### src/rtl/rah_tx_scheduler_pkg.sv
// Shared definitions for the RAH transmit scheduler.
// Contents:
//   RAH_PACKET_WIDTH  default RAH packet word width
//   APP_VERSION/USER  application index assignments (app 0 = version responder)
//   state_e           scheduler FSM state encoding (IDLE=0, XFER=1)
//   app_id_width()    width of an app id field (minimum 1 bit)
package rah_tx_scheduler_pkg;

  localparam int RAH_PACKET_WIDTH = 48;

  localparam int APP_VERSION = 0;
  localparam int APP_USER    = 1;

  typedef enum logic {
    ST_IDLE = 1'b0,
    ST_XFER = 1'b1
  } state_e;

  // A single app still needs a 1-bit id field, so clamp $clog2 from below.
  function automatic int app_id_width(input int n);
    if (n <= 2) begin
      return 1;
    end else begin
      return $clog2(n);
    end
  endfunction

endpackage

### src/rtl/rah_tx_scheduler_pick.sv
// Round-robin priority picker (combinational).
// Selects the first requesting index strictly after rr_ptr_i, scanning
// upward and wrapping from N-1 to 0. rr_ptr_i itself has lowest priority.
// Ports:
//   req_i     [N-1:0]      per-app request
//   rr_ptr_i  [IDX_W-1:0]  index of the last granted app
//   pick_o    [N-1:0]      one-hot winner (all zero when no request)
//   idx_o     [IDX_W-1:0]  binary index of the winner
module rr_priority_pick #(
  parameter int N     = 2,
  parameter int IDX_W = 1
) (
  input  logic [N-1:0]     req_i,
  input  logic [IDX_W-1:0] rr_ptr_i,
  output logic [N-1:0]     pick_o,
  output logic [IDX_W-1:0] idx_o
);

  logic [IDX_W-1:0] cand_s;
  logic             found_s;

  // Scan offsets 1..N from the pointer; the first hit wins.
  always_comb begin
    pick_o  = '0;
    idx_o   = '0;
    found_s = 1'b0;
    cand_s  = '0;
    for (int k = 1; k <= N; k++) begin
      cand_s = IDX_W'((int'(rr_ptr_i) + k) % N);
      if (!found_s && req_i[cand_s]) begin
        found_s        = 1'b1;
        pick_o[cand_s] = 1'b1;
        idx_o          = cand_s;
      end else begin
        found_s = found_s;
      end
    end
  end

endmodule

### src/rtl/rah_tx_scheduler.sv
// Round-robin packet scheduler sharing the RAH transmit write port.
// One app is granted per packet; its words are forwarded with a 1-cycle
// registered latency, tagged with the app id and end-of-packet flag.
// Packets reaching MAX_LEN words without a last flag are truncated and
// flagged in the sticky err_overlen vector.
// Ports:
//   clk, rst         clock and synchronous active-high reset
//   req/req_data/req_last  per-app word valid, packed words, last flag
//   ack              one-hot: word of that app is consumed this cycle
//   wr_almost_full   downstream FIFO has at most one free slot
//   out_valid/out_data/out_app_id/out_last  registered FIFO write side
//   busy             high while a packet grant is held (state XFER)
//   err_overlen      sticky per-app over-length flag
//   err_clear        clears err_overlen (wins over a same-cycle set)
module rah_tx_scheduler
  import rah_tx_scheduler_pkg::*;
#(
  parameter int TOTAL_APPS = 2,
  parameter int DATA_WIDTH = RAH_PACKET_WIDTH,
  parameter int MAX_LEN    = 64,
  parameter int APP_ID_W   = app_id_width(TOTAL_APPS)
) (
  input  logic                             clk,
  input  logic                             rst,
  input  logic [TOTAL_APPS-1:0]            req,
  input  logic [TOTAL_APPS*DATA_WIDTH-1:0] req_data,
  input  logic [TOTAL_APPS-1:0]            req_last,
  output logic [TOTAL_APPS-1:0]            ack,
  input  logic                             wr_almost_full,
  output logic                             out_valid,
  output logic [DATA_WIDTH-1:0]            out_data,
  output logic [APP_ID_W-1:0]              out_app_id,
  output logic                             out_last,
  output logic                             busy,
  output logic [TOTAL_APPS-1:0]            err_overlen,
  input  logic                             err_clear
);

  localparam int              CNT_W    = $clog2(MAX_LEN);
  localparam logic [CNT_W-1:0] LAST_CNT = CNT_W'(MAX_LEN - 1);

  state_e                  state_q, state_d;
  logic [APP_ID_W-1:0]     grant_q, grant_d;
  logic [APP_ID_W-1:0]     rr_ptr_q, rr_ptr_d;
  logic [CNT_W-1:0]        word_cnt_q, word_cnt_d;
  logic                    out_valid_q, out_valid_d;
  logic [DATA_WIDTH-1:0]   out_data_q, out_data_d;
  logic [APP_ID_W-1:0]     out_app_id_q, out_app_id_d;
  logic                    out_last_q, out_last_d;
  logic [TOTAL_APPS-1:0]   err_q, err_d;

  logic [TOTAL_APPS-1:0]   pick_s;
  logic [APP_ID_W-1:0]     pick_idx_s;
  logic                    any_s;
  logic                    sel_req_s;
  logic                    sel_last_s;
  logic [DATA_WIDTH-1:0]   sel_data_s;
  logic [TOTAL_APPS-1:0]   grant_oh_s;
  logic                    accept_s;
  logic                    force_s;
  logic [TOTAL_APPS-1:0]   err_set_s;

  rr_priority_pick #(
    .N     (TOTAL_APPS),
    .IDX_W (APP_ID_W)
  ) u_pick (
    .req_i    (req),
    .rr_ptr_i (rr_ptr_q),
    .pick_o   (pick_s),
    .idx_o    (pick_idx_s)
  );

  assign any_s = |pick_s;

  // Mux the granted app's request, last flag and word (constant-index loop).
  always_comb begin
    sel_req_s  = 1'b0;
    sel_last_s = 1'b0;
    sel_data_s = '0;
    grant_oh_s = '0;
    for (int i = 0; i < TOTAL_APPS; i++) begin
      if (grant_q == APP_ID_W'(i)) begin
        sel_req_s     = req[i];
        sel_last_s    = req_last[i];
        sel_data_s    = req_data[i*DATA_WIDTH +: DATA_WIDTH];
        grant_oh_s[i] = 1'b1;
      end else begin
        grant_oh_s[i] = 1'b0;
      end
    end
  end

  assign accept_s = (state_q == ST_XFER) && sel_req_s && !wr_almost_full;
  // Final permitted slot reached without the sender marking last: truncate.
  assign force_s  = (word_cnt_q == LAST_CNT) && !sel_last_s;

  // FSM next state, grant/pointer/counter updates and error set pulses.
  always_comb begin
    state_d    = state_q;
    grant_d    = grant_q;
    rr_ptr_d   = rr_ptr_q;
    word_cnt_d = word_cnt_q;
    err_set_s  = '0;
    case (state_q)
      ST_IDLE: begin
        if (any_s) begin
          grant_d    = pick_idx_s;
          word_cnt_d = '0;
          state_d    = ST_XFER;
        end else begin
          state_d = ST_IDLE;
        end
      end
      ST_XFER: begin
        if (accept_s && (sel_last_s || force_s)) begin
          state_d   = ST_IDLE;
          rr_ptr_d  = grant_q;
          err_set_s = force_s ? grant_oh_s : '0;
        end else if (accept_s) begin
          word_cnt_d = word_cnt_q + CNT_W'(1);
        end else begin
          state_d = ST_XFER;
        end
      end
      default: begin
        state_d = ST_IDLE;
      end
    endcase
  end

  // Output register next values; payload holds when nothing is accepted.
  always_comb begin
    out_valid_d  = accept_s;
    out_data_d   = out_data_q;
    out_app_id_d = out_app_id_q;
    out_last_d   = out_last_q;
    if (accept_s) begin
      out_data_d   = sel_data_s;
      out_app_id_d = grant_q;
      out_last_d   = sel_last_s || force_s;
    end else begin
      out_valid_d = 1'b0;
    end
    if (err_clear) begin
      err_d = '0;
    end else begin
      err_d = err_q | err_set_s;
    end
  end

  // State and output registers with synchronous reset.
  always_ff @(posedge clk) begin
    if (rst) begin
      state_q      <= ST_IDLE;
      grant_q      <= '0;
      rr_ptr_q     <= APP_ID_W'(TOTAL_APPS - 1);
      word_cnt_q   <= '0;
      out_valid_q  <= 1'b0;
      out_data_q   <= '0;
      out_app_id_q <= '0;
      out_last_q   <= 1'b0;
      err_q        <= '0;
    end else begin
      state_q      <= state_d;
      grant_q      <= grant_d;
      rr_ptr_q     <= rr_ptr_d;
      word_cnt_q   <= word_cnt_d;
      out_valid_q  <= out_valid_d;
      out_data_q   <= out_data_d;
      out_app_id_q <= out_app_id_d;
      out_last_q   <= out_last_d;
      err_q        <= err_d;
    end
  end

  assign ack         = accept_s ? grant_oh_s : '0;
  assign out_valid   = out_valid_q;
  assign out_data    = out_data_q;
  assign out_app_id  = out_app_id_q;
  assign out_last    = out_last_q;
  assign busy        = (state_q == ST_XFER);
  assign err_overlen = err_q;

endmodule

### config.mk
export PLATFORM = sky130hd
export DESIGN_NAME = rah_tx_scheduler
export DESIGN_NICKNAME = d
export VERILOG_FILES = /design/src/rtl/rah_tx_scheduler_pkg.sv /design/src/rtl/rah_tx_scheduler_pick.sv /design/src/rtl/rah_tx_scheduler.sv
export SDC_FILE = /design/constraint.sdc
export NUM_CORES = 1
export LEC_CHECK = 0
export BUFFER_PORTS_ARGS = -buffer_cell sky130_fd_sc_hd__buf_2
export CELL_PAD_IN_SITES_DETAIL_PLACEMENT = 0
export CELL_PAD_IN_SITES_GLOBAL_PLACEMENT = 1
export CORE_ASPECT_RATIO = 1.5
export CORE_MARGIN = 3
export CORE_UTILIZATION = 32
export CTS_BUF_LIST = sky130_fd_sc_hd__clkbuf_8
export CTS_CLUSTER_DIAMETER = 30
export DETAILED_ROUTE_END_ITERATION = 10
export HOLD_SLACK_MARGIN = 0.15
export PLACE_DENSITY_LB_ADDON = 0.1
export RECOVER_POWER = 25
export SLEW_MARGIN = 20
export SYNTH_ARGS = -nofsm -noshare
export SYNTH_HDL_FRONTEND = slang
export SYNTH_SLANG_ARGS = --single-unit
export TNS_END_PERCENT = 10
### constraint.sdc
create_clock -name clk -period 4.5 [get_ports clk]
set_input_delay 1.35 -clock clk [delete_from_list [all_inputs] [get_ports clk]]
set_output_delay 1.35 -clock clk [all_outputs]
set_load 0.1 [all_outputs]
==> run metrics <==
# port buffers 159; Top FF cell, synth dfxtp_1; TritonCTS clock tree done; worst hold path class reg -> reg; P per Cell Area 369 nW/um^2; Crit Path Max Fanout 6; dpl cells 475; Fill cells 750; first-pass detailed-route iteration total 8; sequential fraction of the synthesis area 52.4%; cell accounting for the most synthesized area dfxtp_1; die area 8490 um^2; Starting Density 33.7%; status finished, violations left; DR DRC count 0; Worst VDD drop 0.157 mV; Post-synth EDFFs 0; hold wc startpoint rr_ptr_q$_SDFFE_PP1P_; RSZ-0062 raised after global routing no; FP Rows 37; clock slew at reported path FFs 0.06 ns; GP Congestion 0.708; aggregate routed wire length 7890 um; max-slew violation count 63; critical-path cell list buf_2 -> nand2b_1 -> nor2_4 -> buf_12; Max-Cap Viols 1; asr flop ratio synth 0%; Tmin final 3.49 ns; vias per cell 5.37; worst r2r dst word_cnt_q[4]$_SDFFE_PP0P_; Hold Path End rr_ptr_q$_SDFFE_PP1P_; LEAKAGE 1.48 nW; gr usage total 18.0%; critical path's slowest cell nand2b_1; CTS Buffer Depth 2; routed vias 2637; worst reg-to-reg path cell count 4; pin count of the biggest net entering global routing 63; f_max 287 MHz; Detailed Place HPWL 5180 um; number of global-route vias before repair 2578; post-synth top area share 52.4%; Die Wd 76.2 um; failing checks max-capacitance violations, max-slew violations; hold_buf cts 0; setup_tns 0 ns; Num Clock Sinks 62; Detailed Route Iter0 Violations 284; Top delay family on crit path simple AND/OR/NAND/NOR gates; Setup Crit Path Kind in -> out; Num CTS Buffers 9; final core utilization 48.2%; clk_lat worst skew 0.34 ns; Yosys reg bits 62; Syn Area/Cell 9.83 um^2; post-route ant nets 0; WHS 0.469 ns; Top Ports 160; proportion of layout cells with a drive suffix above 1 40.4%; max incr delay on CP 0.29 ns; distinct cell type count after synthesis 29; max_slew headroom -82.1%; first-pass GRT wire length 12400 um; Post-Synthesis Net Count 346; nets@finish 494; Final period util 77.5%; post-synthesis cell count 241; post-CTS setup buffer count 0; post-route non-filler standard cell count 491; Antenna diodes 0; Setup crit end kind output port; setup violators final 0; Synthesis Warnings 0; Worst EP arrival 2.14 ns; initial antenna violation count 0; Hold Violations, Final 0; root buffer cell clkbuf_8; WL/cell 16.1 um; CP required 3.15 ns; crit path buf inv count 2; Post-Syn Area 2370 um^2; synthesis-to-layout area growth 43.1%; grt ovf 0; H-Tree Level Count 3; Fin Clk Skew 0.0114 ns; R2R setup slack 2.48 ns; synth top area cells dfxtp_1 (52%), a222oi_1 (20%), nor2_1 (8.4%); Die Ht 111 um; startpoint class of the critical path primary input; Hold Crit Depth 2; worst slew pin tran 2.73 ns; R2R Path Start busy$_SDFF_PP0_; Core Region 7040 um^2; CTS resizes 0
==> synthesized netlist by cell type, types with 3 or more instances <==
master	number
dfxtp_1	62
nor2_1	53
a222oi_1	48
clkbuf_1	21
a21oi_1	12
o21ai_0	5
nand3_1	4
nor3_1	4
o211ai_1	4
inv_1	3
nand2_1	3
o311ai_0	3
or4_1	3
==> flip-flops by register name (all words and copies together), names as in the netlist <==
name,flops
word_cnt_q,6
out_last,1
out_valid,1
grant_q,1
out_data,48
out_app_id,1
rr_ptr_q,1
err_overlen,2
busy,1
==> where the power goes <==
group	internal (mW)	switching (mW)	total (mW)
sequential	0.566	0.0105	0.577
clock	0.195	0.220	0.415
combinational	0.0693	0.188	0.257
==> cells in the final DEF (no fill, tap or decap), drive strengths merged, types with 3 or more instances in the layout <==
| cell type | instances |
|---|---|
| clkinv | 4 |
| o21ai | 5 |
| nor3 | 4 |
| clkbuf | 34 |
| nand2 | 3 |
| o311ai | 3 |
| nor2 | 53 |
| o211ai | 4 |
| buf | 136 |
| nand3 | 4 |
| a21oi | 12 |
| dfxtp | 62 |
| a222oi | 48 |
| inv | 4 |
| or4 | 3 |
==> worst register-to-register path, cell delays in order (launching register included) <==
cell,delay [ns]
dfxtp_1,0.46
nand2b_1,0.27
a21o_4,0.46
or4_1,0.59
a21oi_1,0.14
==> routing by layer <==
layer,global-route usage (%),share of wire [%],vias up
li1,-,-,1253
met1,19.6,38,1266
met2,31.3,53,112
met3,7.12,7.5,6
met4,6.41,1.2,0
met5,0,0,-
==> worst max path at each step <==
stage                         startpoint                        to  slack [ns]  depth (start not counted)
after floorplan           wr_almost_full                    ack[1]        0.28                          3
after global placement    wr_almost_full                    ack[0]        1.03                          4
after detailed placement  wr_almost_full                    ack[0]        1.03                          4
after CTS                 wr_almost_full                    ack[0]        1.02                          4
after global routing                 rst  out_data[2]$_SDFFE_PP0N_        0.89                          2
final                     wr_almost_full                    ack[0]        1.01                          4
==> area by class of cell <==
type | instances | area, um^2 | area share, %
Tap cell | 97 | 121 | 3.58
Clock buffer | 9 | 124 | 3.65
Inverter | 3 | 11.3 | 0.332
Clock inverter | 7 | 42.5 | 1.26
Sequential cell | 62 | 1240 | 36.6
Timing Repair Buffer | 161 | 810 | 23.9
Multi-Input combinational cell | 152 | 1040 | 30.7
==> stage by stage <==
stage | setup slack [ns] | cell area (um^2) | power [mW]
final | 1.01 | 3390 | 1.25
after global placement | 1.03 | 3250 | 0.847
after global routing | 0.891 | 3390 | 1.31
after floorplan | 0.278 | 2370 | 0.772
after detailed placement | 1.03 | 3250 | 0.849
after CTS | 1.02 | 3420 | 1.27
==> cells by family (layout without fill, tap and decap cells) <==
family          Yosys count  after routing  share of synthesized area, %
compound gates           79             79                          29.1
simple gates             71             71                          12.7
flops                    62             62                          52.4
buf+inv                  27            180                          4.65
fa+ha+maj                 1              1                         0.528
mux                       1              1                         0.634
Note: power is estimated with default switching activity, not from simulation.
